**src/rtl/fn_des_izq.sv**
```systemverilog
// Registered 32-bit logical left shifter (SLL/SLLI path).
// Five-stage logarithmic mux network feeding a single output register.
module fn_des_izq (
    input  logic        clk,
    input  logic        rst,
    input  logic [31:0] a,
    input  logic [4:0]  b,
    output logic [31:0] Y
);

    logic [31:0] stg0, stg1, stg2, stg3, stg4;
    logic [31:0] y_d, y_q;

    // Stage k shifts by 2^k when b[k] is set; vacated bits fill with zero.
    always_comb begin
        stg0 = b[0] ? {a[30:0],    1'b0}  : a;
        stg1 = b[1] ? {stg0[29:0], 2'b0}  : stg0;
        stg2 = b[2] ? {stg1[27:0], 4'b0}  : stg1;
        stg3 = b[3] ? {stg2[23:0], 8'b0}  : stg2;
        stg4 = b[4] ? {stg3[15:0], 16'b0} : stg3;
        y_d  = stg4;
    end

    always_ff @(posedge clk or posedge rst) begin
        if (rst) begin
            y_q <= '0;
        end else begin
            y_q <= y_d;
        end
    end

    assign Y = y_q;

endmodule

```
**config.mk**
```make
export PLATFORM = sky130hd
export DESIGN_NAME = fn_des_izq
export DESIGN_NICKNAME = d
export VERILOG_FILES = /design/src/rtl/fn_des_izq.sv
export SDC_FILE = /design/constraint.sdc
export NUM_CORES = 1
export LEC_CHECK = 0
export BUFFER_PORTS_ARGS = -buffer_cell sky130_fd_sc_hd__buf_2
export CAP_MARGIN = 20
export CORE_ASPECT_RATIO = 1.25
export CORE_MARGIN = 10
export CORE_UTILIZATION = 45
export CTS_BUF_LIST = sky130_fd_sc_hd__clkbuf_16
export DETAILED_ROUTE_END_ITERATION = 12
export GPL_ROUTABILITY_DRIVEN = 1
export PLACE_DENSITY = 0.7
export SYNTH_ARGS = -nofsm -noshare
export SYNTH_HDL_FRONTEND = slang
export SYNTH_SLANG_ARGS = --single-unit
export TNS_END_PERCENT = 50
```
**constraint.sdc**
```tcl
create_clock -name clk -period 1 [get_ports clk]
set_clock_uncertainty 0.15 [all_clocks]
set_input_delay 0 -clock clk [delete_from_list [all_inputs] [get_ports clk]]
set_output_delay 0 -clock clk [all_outputs]
set_load 0.01 [all_outputs]
```
**Yosys cells after proc, flatten, opt, wreduce, memory -nomap -nowiden**

Cells that the tools add are included.

- Muxes and demuxes: 5

Operators with widths:

| kind | number |
|---|---|
| 2-to-1 mux 32 bit | 5 |

- Register bits: 32
- Word-level logic and storage cells: 6

**Longest topological paths before layout**

- Depth after elaboration: 5
- Mapped depth: 7
- Mapped depth without buffers: 4

**Least setup slack after synthesis**

OpenSTA, ideal clock, no wires.

- Path type: in2reg
- From: in b[0]
- To: reg y_q[29] (netlist: Y[29])
- Arrival time: 1,361 ps
- Required time: 709 ps
- Setup slack: -653 ps
- Stages: 6
- Buffers on the path: 2
- Cell sequence: buf_6 -> buf_6 -> mux4_1 -> mux2_2 -> a22oi_1 -> o221ai_1

- Word-level cells in the longest chain between the ends: 5

Ends and longest elaborated chain:

| element | line | source |
|---|---|---|
| start, declared | 7 | `input logic [4:0] b,` |
| 2-to-1 mux 32 bit | 16 | `stg0 = b[0] ? {a[30:0], 1'b0} : a;` |
| 2-to-1 mux 32 bit | 17 | `stg1 = b[1] ? {stg0[29:0], 2'b0} : stg0;` |
| 2-to-1 mux 32 bit | 18 | `stg2 = b[2] ? {stg1[27:0], 4'b0} : stg1;` |
| 2-to-1 mux 32 bit | 19 | `stg3 = b[3] ? {stg2[23:0], 8'b0} : stg2;` |
| 2-to-1 mux 32 bit | 20 | `stg4 = b[4] ? {stg3[15:0], 16'b0} : stg3;` |
| named net stg4[29] | 11 | `logic [31:0] stg0, stg1, stg2, stg3, stg4;` |
| end signal, assigned | 28 | `y_q <= y_d;` |
| end, declared | 12 | `logic [31:0] y_d, y_q;` |

The timed path passes the listed nets, and every way through them passes these cells.

**Final worst setup path**

Ends and elaborated chain as after synthesis.

==> metrics.yaml <==
startpoint_type: "primary input"
overflow: 0
outcome: "finished, violations left"
min_to: "Y[8]"
dr.pass1.iters: 5
vias: 2568
num_rows: 31
cp_slowest_cell: "mux4_2"
dp_hpwl_um: 6750
grt_pass1_vias: 2768
layout.cells.non_filler: 434
p_leak_nw: 1.97
ys_types: 38
worst_ir_drop_vdd_mv: 0.767
cts_hold_buf: 1
crit_arrival_ns: 1.40
pre_cts_ws_ns: -1.04
grt_usage_pct: 18.9
use_met1_pct: 21.7
worstMarginPinSlew_ns: 0.283
fin_area_um2: 4130
postRouteAntennaNets: 0
grt_most_used_layer: "met2"
cts_buffers: 5
yosys.area_share.adder_pct: 0
tritoncts: "done"
fmax_mhz: 709
path_max_fanout: 7
cts_sinks: 32
synth_compound_area_share_pct: 10.6
drive_gt1_share_pct: 65.8
die_h_um: 106
setup_violations: 30
clockBufferDepth: 2
diodes: 0
synth_flop_cell: "dfrtp_1"
synth_top_family_by_area: "multiplexers"
synthXorXnorAreaFrac_pct: 0
layout.nets: 406
synthArstFlopShare_pct: 100
crit_required_ns: 0.99
drt_iter0_drc: 162
place_area_um2: 3640
drv_slew: 0
yosys_register_bits: 32
cts-root-buf: "clkbuf_16"
syn_to_final_growth_pct: 54.5
grt_start_max_net_pins: 33
maxCapViolations: 0
port_buffers: 70
rsz0062_at_grt: "yes"
final_hold_viol_count: 1
drt_wl_total_um: 8810
grt_pass1_wl_um: 14100
hold_path_depth: 3
place_congestion: 0.995
seq_area_frac_synth_pct: 29.9
holdWs_ns: -0.0184
htreeDepth: 2
syn-num-nets: 259
hold_class: "primary input to register"
synth_area_um2: 2680
violations: "hold timing, setup timing"
num_io_pins: 71
synth_edf_count: 0
yosys.area_share.simple_pct: 9.12
end_kind: "register"
avgSynthCellArea_um2: 12.2
met3_usage_pct: 2.98
drc: 0
layout_min_cycle_time_ns: 1.41
worst-setup-path-type: "primary input to register"
muxShareOfSynthArea_pct: 44.9
max_slew_margin_pct: 80.9
min_period_over_period_pct: 141
yosys_warnings: 0
die_x_um: 89.0
largest_register_ffs: 32
clk_pin_slew_ns: 0.04
cp_cell_sequence: "buf_16, buf_12, mux4_2, mux2_4, a22oi_2, o221ai_2"
synthCells: 220
timing.final.ws_setup_ns: -0.411
critPathMaxStageDelay_ns: 0.53
routedWlPerCell_um: 20.3
vias_per_cell: 5.92
die_area_um2: 9450
start_util_pct: 46.3
hp-start: "b[2]"
placedCellCount: 411
use_met2_pct: 33.5
core_um2: 5780
powerDensity_nw_per_um2: 1140
antenna_found_initial: 0
worst max-delay path by stage:
stage	startpoint	end	slack [ns]	cells after the start
6_report	b[0]	Y[29]	-0.41	6
5_1_grt	b[0]	Y[21]	-0.44	5
2_1_floorplan	b[0]	Y[21]	-0.61	5
3_3_place_gp	b[0]	Y[29]	-1.04	6
4_1_cts	b[0]	Y[29]	-0.41	6
3_5_place_dp	b[0]	Y[29]	-1.04	6
through the flow:
stage / TNS, ns / hold slack [ns] / util [%] / power (W)
floorplan: -14.45 / -0.0338 / - / 0.00234
global placement: -25.14 / -0.106 / 63.1 / 0.00301
detailed placement: -26.05 / -0.101 / 63.1 / 0.00304
CTS: -8.52 / -0.0215 / 69.5 / 0.00460
global route: -9.59 / -0.00489 / 71.5 / 0.00491
finish: -8.53 / -0.0184 / 71.5 / 0.00471
Yosys cell counts, types with 3 or more instances:
master    count  area share, %
a211oi_1      7            2.0
a21oi_1       7            1.3
a22oi_1       5            1.4
and2_1        4           0.93
buf_2         8            1.5
buf_6         3            1.3
clkbuf_1      7           0.98
dfrtp_1      32             30
inv_1         5           0.70
mux2_2       18            7.6
mux2i_1      17            6.4
mux4_1       17             17
mux4_2       17             14
nand2_1      16            2.2
nor2_1       20            2.8
nor3_1        3           0.56
o21ai_0       3           0.56
o221ai_1      3           0.98
o22ai_1       3           0.70
what timing repair did:
action,in CTS,in global routing
endpoints found under the setup margin,32,31
hold endpoints to repair,33,1
gates cloned,2,0
setup buffers,8,5
gates resized for setup,51,24
pin swaps,13,4
report_power, final:
part	leakage, nW	internal [W]	switching, W
logic	1.48	0.00102	0.000859
registers	0.411	0.00142	0.0000268
clock network	0.0738	0.000891	0.000490
kinds of logic after synthesis:
family          Yosys count
flops                    32
simple gates             53
buf+inv                  26
mux                      69
compound gates           40
layout by cell type, fill, tap and decap left out, types with 2 or more instances in the layout:
cell	count
mux2_4	11
buf_12	7
inv_1	6
nand2_1	16
a22o_1	2
o21ai_1	3
clkbuf_16	5
buf_2	68
and3_1	2
buf_8	3
mux4_2	31
dfrtp_1	32
buf_6	8
buf_16	3
mux2i_2	6
a21oi_1	6
mux2_2	7
a211oi_1	5
buf_4	71
mux4_1	3
nor2b_1	2
a21o_1	2
a211oi_2	2
o22ai_1	2
nor2_1	15
mux2i_1	10
a22oi_2	4
nor2_2	4
and2_1	4
o221ai_2	2
nor3_1	2
critical path, delay by kind of cell:
family | cells | cell delay [ns]
multiplexers | 2 | 0.82
AO/OA/AOI/OAI | 2 | 0.32
buffers and inverters | 2 | 0.25
layout make-up:
cell class / count / area [um^2]
multi-input combinational: 162 / 1850
timing repair buffer: 161 / 1240
tap: 66 / 82.6
inverter: 5 / 22.5
fill: 414 / 1650
clock inverter: 3 / 11.3
clock buffer: 5 / 125
sequential: 32 / 801
per-layer routing:
layer / vias to the layer above / part of all wire [%] / routed length [um]
met3: 17 / 6.2 / 546
met1: 1270 / 38 / 3350
met2: 120 / 53 / 4670
li1: 1161 / - / -
met5: - / 0 / 0
met4: 0 / 2.8 / 249
No activity file was read; power rests on OpenSTA's default activity.
